===== src/rtl/soc_pkg.sv =====
// soc_pkg: shared SoC definitions.
//   PORT_I / PORT_D : port identifiers for the instruction-fetch and load/store
//                     paths. They also serve as the bit indices into the
//                     two-bit request/grant vectors.
//   ADDR_W_DEF / DATA_W_DEF : default bus widths.
//   is_write()      : a data access is a store when any byte enable is set.
package soc_pkg;

  localparam int unsigned ADDR_W_DEF = 32;
  localparam int unsigned DATA_W_DEF = 32;

  localparam logic PORT_I = 1'b0;
  localparam logic PORT_D = 1'b1;

  // A non-zero byte mask marks a store; an all-zero mask is a read.
  function automatic logic is_write(input logic [DATA_W_DEF/8-1:0] wmask);
    return |wmask;
  endfunction

endpackage


===== src/rtl/rr_pick2.sv =====
// rr_pick2: two-requester round-robin picker (purely combinational).
//   req[1:0] : request vector, indexed by port (PORT_I = bit 0, PORT_D = bit 1)
//   last     : port that was granted most recently
//   gnt[1:0] : one-hot grant; all zero when nobody requests
// A lone requester always wins. On a conflict, the port that was not granted
// most recently wins.
module rr_pick2
  import soc_pkg::*;
(
  input  logic [1:0] req,
  input  logic       last,
  output logic [1:0] gnt
);

  // Grant selection from the request vector and the last winner.
  always_comb begin
    gnt = 2'b00;
    case (req)
      2'b01:   gnt = 2'b01;
      2'b10:   gnt = 2'b10;
      2'b11:   gnt = (last == PORT_I) ? 2'b10 : 2'b01;
      default: gnt = 2'b00;
    endcase
  end

endmodule


===== src/rtl/mem_arbiter.sv =====
// mem_arbiter: shares one single-port memory between the fetch port (i_*) and
// the load/store port (d_*). At most one access is granted per cycle, chosen
// round-robin. Read data comes back one cycle later and is routed to the port
// that issued the access.
//   clk, resetn     : clock; asynchronous reset, active HIGH despite its name
//   i_req/i_addr    : fetch request  -> i_gnt, i_rvalid, i_rdata
//   d_req/d_addr/d_wmask/d_wdata : data request (wmask == 0 means read)
//                   -> d_gnt, d_rvalid (read data or store ack), d_rdata
//   mem_*           : memory port; mem_rdata arrives one cycle after mem_rd_en
//   busy            : a response is due this cycle
module mem_arbiter
  import soc_pkg::*;
#(
  parameter int unsigned ADDR_W = ADDR_W_DEF,
  parameter int unsigned DATA_W = DATA_W_DEF
) (
  input  logic                clk,
  input  logic                resetn,
  input  logic                i_req,
  input  logic [ADDR_W-1:0]   i_addr,
  output logic                i_gnt,
  output logic                i_rvalid,
  output logic [DATA_W-1:0]   i_rdata,
  input  logic                d_req,
  input  logic [ADDR_W-1:0]   d_addr,
  input  logic [DATA_W/8-1:0] d_wmask,
  input  logic [DATA_W-1:0]   d_wdata,
  output logic                d_gnt,
  output logic                d_rvalid,
  output logic [DATA_W-1:0]   d_rdata,
  output logic [ADDR_W-1:0]   mem_addr,
  output logic                mem_rd_en,
  output logic [DATA_W/8-1:0] mem_wmask,
  output logic [DATA_W-1:0]   mem_wdata,
  input  logic [DATA_W-1:0]   mem_rdata,
  output logic                busy
);

  localparam int unsigned MASK_W = DATA_W / 8;

  logic [1:0]        pick_s;
  logic              d_wr_s;

  logic [ADDR_W-1:0] addr_q,       addr_d;
  logic              last_q,       last_d;
  logic              resp_valid_q, resp_valid_d;
  logic              resp_port_q,  resp_port_d;
  logic              resp_wr_q,    resp_wr_d;
  logic [DATA_W-1:0] i_rdata_q,    i_rdata_d;
  logic [DATA_W-1:0] d_rdata_q,    d_rdata_d;

  rr_pick2 u_pick (
    .req  ({d_req, i_req}),
    .last (last_q),
    .gnt  (pick_s)
  );

  // Grants are masked while reset is held so that no access, in particular a
  // store, reaches the memory during the reset cycle.
  always_comb begin
    if (resetn) begin
      i_gnt = 1'b0;
      d_gnt = 1'b0;
    end else begin
      i_gnt = pick_s[PORT_I];
      d_gnt = pick_s[PORT_D];
    end
  end

  assign d_wr_s = d_gnt & is_write(d_wmask);

  // Memory command. Without a grant, the address shadow keeps mem_addr stable.
  always_comb begin
    mem_addr  = addr_q;
    mem_rd_en = 1'b0;
    mem_wmask = {MASK_W{1'b0}};
    mem_wdata = {DATA_W{1'b0}};
    if (resetn) begin
      mem_addr = {ADDR_W{1'b0}};
    end else if (d_gnt) begin
      mem_addr = d_addr;
      if (d_wr_s) begin
        mem_wmask = d_wmask;
        mem_wdata = d_wdata;
      end else begin
        mem_rd_en = 1'b1;
      end
    end else if (i_gnt) begin
      mem_addr  = i_addr;
      mem_rd_en = 1'b1;
    end else begin
      mem_addr = addr_q;
    end
  end

  // Response routing. Each port's rdata shows mem_rdata while its response is
  // being delivered, and otherwise holds the last value it delivered.
  always_comb begin
    i_rvalid  = resp_valid_q & (resp_port_q == PORT_I);
    d_rvalid  = resp_valid_q & (resp_port_q == PORT_D);
    i_rdata_d = i_rdata_q;
    d_rdata_d = d_rdata_q;
    if (i_rvalid) begin
      i_rdata_d = mem_rdata;
    end else begin
      i_rdata_d = i_rdata_q;
    end
    // A store acknowledge carries no data, so d_rdata keeps its old value.
    if (d_rvalid && !resp_wr_q) begin
      d_rdata_d = mem_rdata;
    end else begin
      d_rdata_d = d_rdata_q;
    end
  end

  assign i_rdata = i_rdata_d;
  assign d_rdata = d_rdata_d;
  assign busy    = resp_valid_q;

  // Next state for the arbitration history and the response tracker.
  always_comb begin
    addr_d       = mem_addr;
    resp_valid_d = i_gnt | d_gnt;
    resp_port_d  = d_gnt ? PORT_D : PORT_I;
    resp_wr_d    = d_wr_s;
    if (d_gnt) begin
      last_d = PORT_D;
    end else if (i_gnt) begin
      last_d = PORT_I;
    end else begin
      last_d = last_q;
    end
  end

  // State registers. Reset clears the pending response at once, so its rvalid
  // is never issued.
  always_ff @(posedge clk or posedge resetn) begin
    if (resetn) begin
      addr_q       <= {ADDR_W{1'b0}};
      last_q       <= PORT_I;
      resp_valid_q <= 1'b0;
      resp_port_q  <= PORT_I;
      resp_wr_q    <= 1'b0;
      i_rdata_q    <= {DATA_W{1'b0}};
      d_rdata_q    <= {DATA_W{1'b0}};
    end else begin
      addr_q       <= addr_d;
      last_q       <= last_d;
      resp_valid_q <= resp_valid_d;
      resp_port_q  <= resp_port_d;
      resp_wr_q    <= resp_wr_d;
      i_rdata_q    <= i_rdata_d;
      d_rdata_q    <= d_rdata_d;
    end
  end

endmodule


===== config.mk =====
export PLATFORM = sky130hd
export DESIGN_NAME = mem_arbiter
export DESIGN_NICKNAME = d
export VERILOG_FILES = /design/src/rtl/soc_pkg.sv /design/src/rtl/rr_pick2.sv /design/src/rtl/mem_arbiter.sv
export SDC_FILE = /design/constraint.sdc
export NUM_CORES = 1
export LEC_CHECK = 0
export ABC_AREA = 1
export ABC_CLOCK_PERIOD_IN_PS = 6650
export BUFFER_PORTS_ARGS = -buffer_cell sky130_fd_sc_hd__buf_4
export CAP_MARGIN = 40
export CORE_MARGIN = 10
export CORE_UTILIZATION = 48
export CTS_CLUSTER_SIZE = 12
export DETAILED_ROUTE_END_ITERATION = 6
export HOLD_SLACK_MARGIN = 0.02
export PLACE_DENSITY = 0.84
export SLEW_MARGIN = 20
export SYNTH_ARGS = -nofsm -noshare
export SYNTH_HDL_FRONTEND = slang
export SYNTH_SLANG_ARGS = --single-unit

===== constraint.sdc =====
create_clock -name clk -period 6.65 [get_ports clk]
set_input_delay 0.9975 -clock clk [delete_from_list [all_inputs] [get_ports clk]]
set_output_delay 0.9975 -clock clk [all_outputs]
set_load 0.01 [all_outputs]

==> metrics <==
Max Cap Violations 0; pre-CTS WS roughly 2500 ps; RSZ-0062 raised after global routing no; worst endpoint data arrival time approximately 3000 ps; power per cell area roughly 240 mW/mm²; Syn Nets 725; Syn Std Cell Area between 0.004 and 0.005 mm²; largest cells by area after synthesis dfrtp_1 53%, nand3_1 10%, inv_1 8.3%; total wire length roughly 17 mm; Worst setup SP type primary input; Setup TNS Final 0 ps; routability congestion estimate between 0.8 and 0.9; Worst EP required 5650 ps; global route overflow 0; hpwl dp around 13 mm; Final Power 1.69 mW; Core Util, Final 72.7%; die width 120 µm; placed cells 958; synth warn 0; row count 36; skew final 19.7 ps; area leader, netlist dfrtp_1; Cell Count, Final, Fillers Out 975; DR pass1 iterations 6; crit end category primary output; Final ANT Viol Nets 0; VDD IR max 203 µV; outcome finished clean; Seq/Total Area, Yosys a little over half; Initial Utilization 48.9%; WS Path Type primary input to primary output; Vias around 4900; Clock Latency Late Sink 370 ps; Area Overhead vs Synth 48.9%; syn avg cell area 8.07 µm²; total track usage 23.2%; Core Area approximately 0.0097 mm²; share of layout cells above drive strength 1 36.1%; HP Class register to register; CTS tree done; die area around 0.014 mm²; global-route wire length before repair 27.1 mm; Slew Viols, Final 0; Avg WL per Cell about 18 µm; nets 973; # diodes 0; Sink Count 100; Setup Viol. Count Final 0; Max Buffers Root-to-Sink 2; Rel. slew slack 47.5%; number of post-CTS setup repair buffers 0; vias in the first global route 5119; Final min period between 4000 and 5000 ps; largest net degree at the start of global routing 91; initial antenna violation count 0; drt drc 0; Clock Tree Root clkbuf_8; vias per std cell around 5.0; post_cts resized 0; Die Y 120 µm; FF+latch count, synth 100; Tightest Pin Transition 785 ps; cts bufs inserted 9; Top Ports 274; Clk pin slew, worst setup/hold paths 100 ps; Port Buffers ~270; crit path max fanout 90; H-tree levels 3; period utilisation layout 60.2%; top-area cell type share of the netlist area 52.6%; Max Clock Freq 250 MHz; Fin. Hold Viols 0; Yosys cell types 21; instance count of the mapped netlist 589; setup slack after layout 2650 ps; Iter 0 DRT Violations 383; P_leak 4.14 nW; Hold Buf Count CTS 0
[cell usage in the layout, fill, tap and decap left out, drive strengths merged]
cell and count:
nor2 38, nand3 96, buf 279, inv 111, nand2 103, nand4 33
dfrtp 100, clkbuf 9, or2 1, o21bai 1, o21ai 65, clkinv 4
a21oi 2
[critical path, cell delays in order]
cell and delay [ps]:
buf_4 140, inv_6 470, nand2_4 420, a21oi_4 310
nand2_4 250, nor2_1 200, buf_4 150
[synthesized netlist by cell type, drive strengths merged]
master	instances
nand2	103
inv	108
nor2	38
dfrtp	100
a21oi	2
clkbuf	8
o21ai	65
nand3	96
or2	1
o21bai	1
nand4	33
buf	34
[flip-flops by register name, summed over array words and instances, names as in the netlist]
register	flops
d_rdata_q	32
busy	1
addr_q	32
resp_wr_q	1
i_rdata_q	32
resp_port_q	1
last_q	1
[cell families after synthesis]
| group | count (synthesis) | share of synthesized area, % |
|---|---|---|
| AOI/OAI and AO/OA | 68 | 7.45 |
| and+or+nand+nor | 271 | 26.2 |
| DFF | 100 | 52.6 |
| buffers and inverters | 150 | 13.7 |
[where the power goes]
part           leakage, nW  internal [mW]  total [mW]  switching (mW)
Clock                0.106          0.154       0.401           0.247
Combinational         2.78          0.255       0.548           0.293
Sequential            1.26          0.707       0.736          0.0293
Total                 4.14           1.12        1.69           0.569
[metal layers]
layer / GRT usage [%] / up-vias / wire length [µm]
met3: 7.27 / 56 / 1300
met5: 0 / - / 0
met4: 12.1 / 0 / 903
li1: - / 2364 / -
met1: 24.8 / 2266 / 6260
met2: 40.3 / 235 / 8780
[stage by stage]
step	area [µm²]	hold slack [ps]
3_5_place_dp	6830	487
4_1_cts	7050	516
6_report	7080	511
2_1_floorplan	4750	530
3_3_place_gp	6740	479
5_1_grt	7080	537
[worst paths after layout]
| kind | end | startpoint | slack, ps | cells past startpoint |
|---|---|---|---|---|
| setup reg to reg | addr_q[16] | last_q | 5050 | 7 |
| min in group asynchronous | addr_q[13] | resetn | 750 | 2 |
| max in group asynchronous | addr_q[10] | resetn | 4820 | 4 |
| setup / recovery | mem_wdata[26] | resetn | 2650 | 7 |
| hold / removal | i_rdata_q[12] | i_rdata_q[12] | 510 | 2 |
| hold reg to reg | i_rdata_q[12] | i_rdata_q[12] | 510 | 2 |
[area by class of cell]
cell class,instances,area (µm²)
clock inverters,7,91.3
flip-flops and latches,100,2500
repair buffers,279,2180
multi-input cells,339,1600
inverters,108,410
well taps,133,166
clock buffers,9,124
fillers,754,2650
No activity file was read; power rests on OpenSTA's default activity.
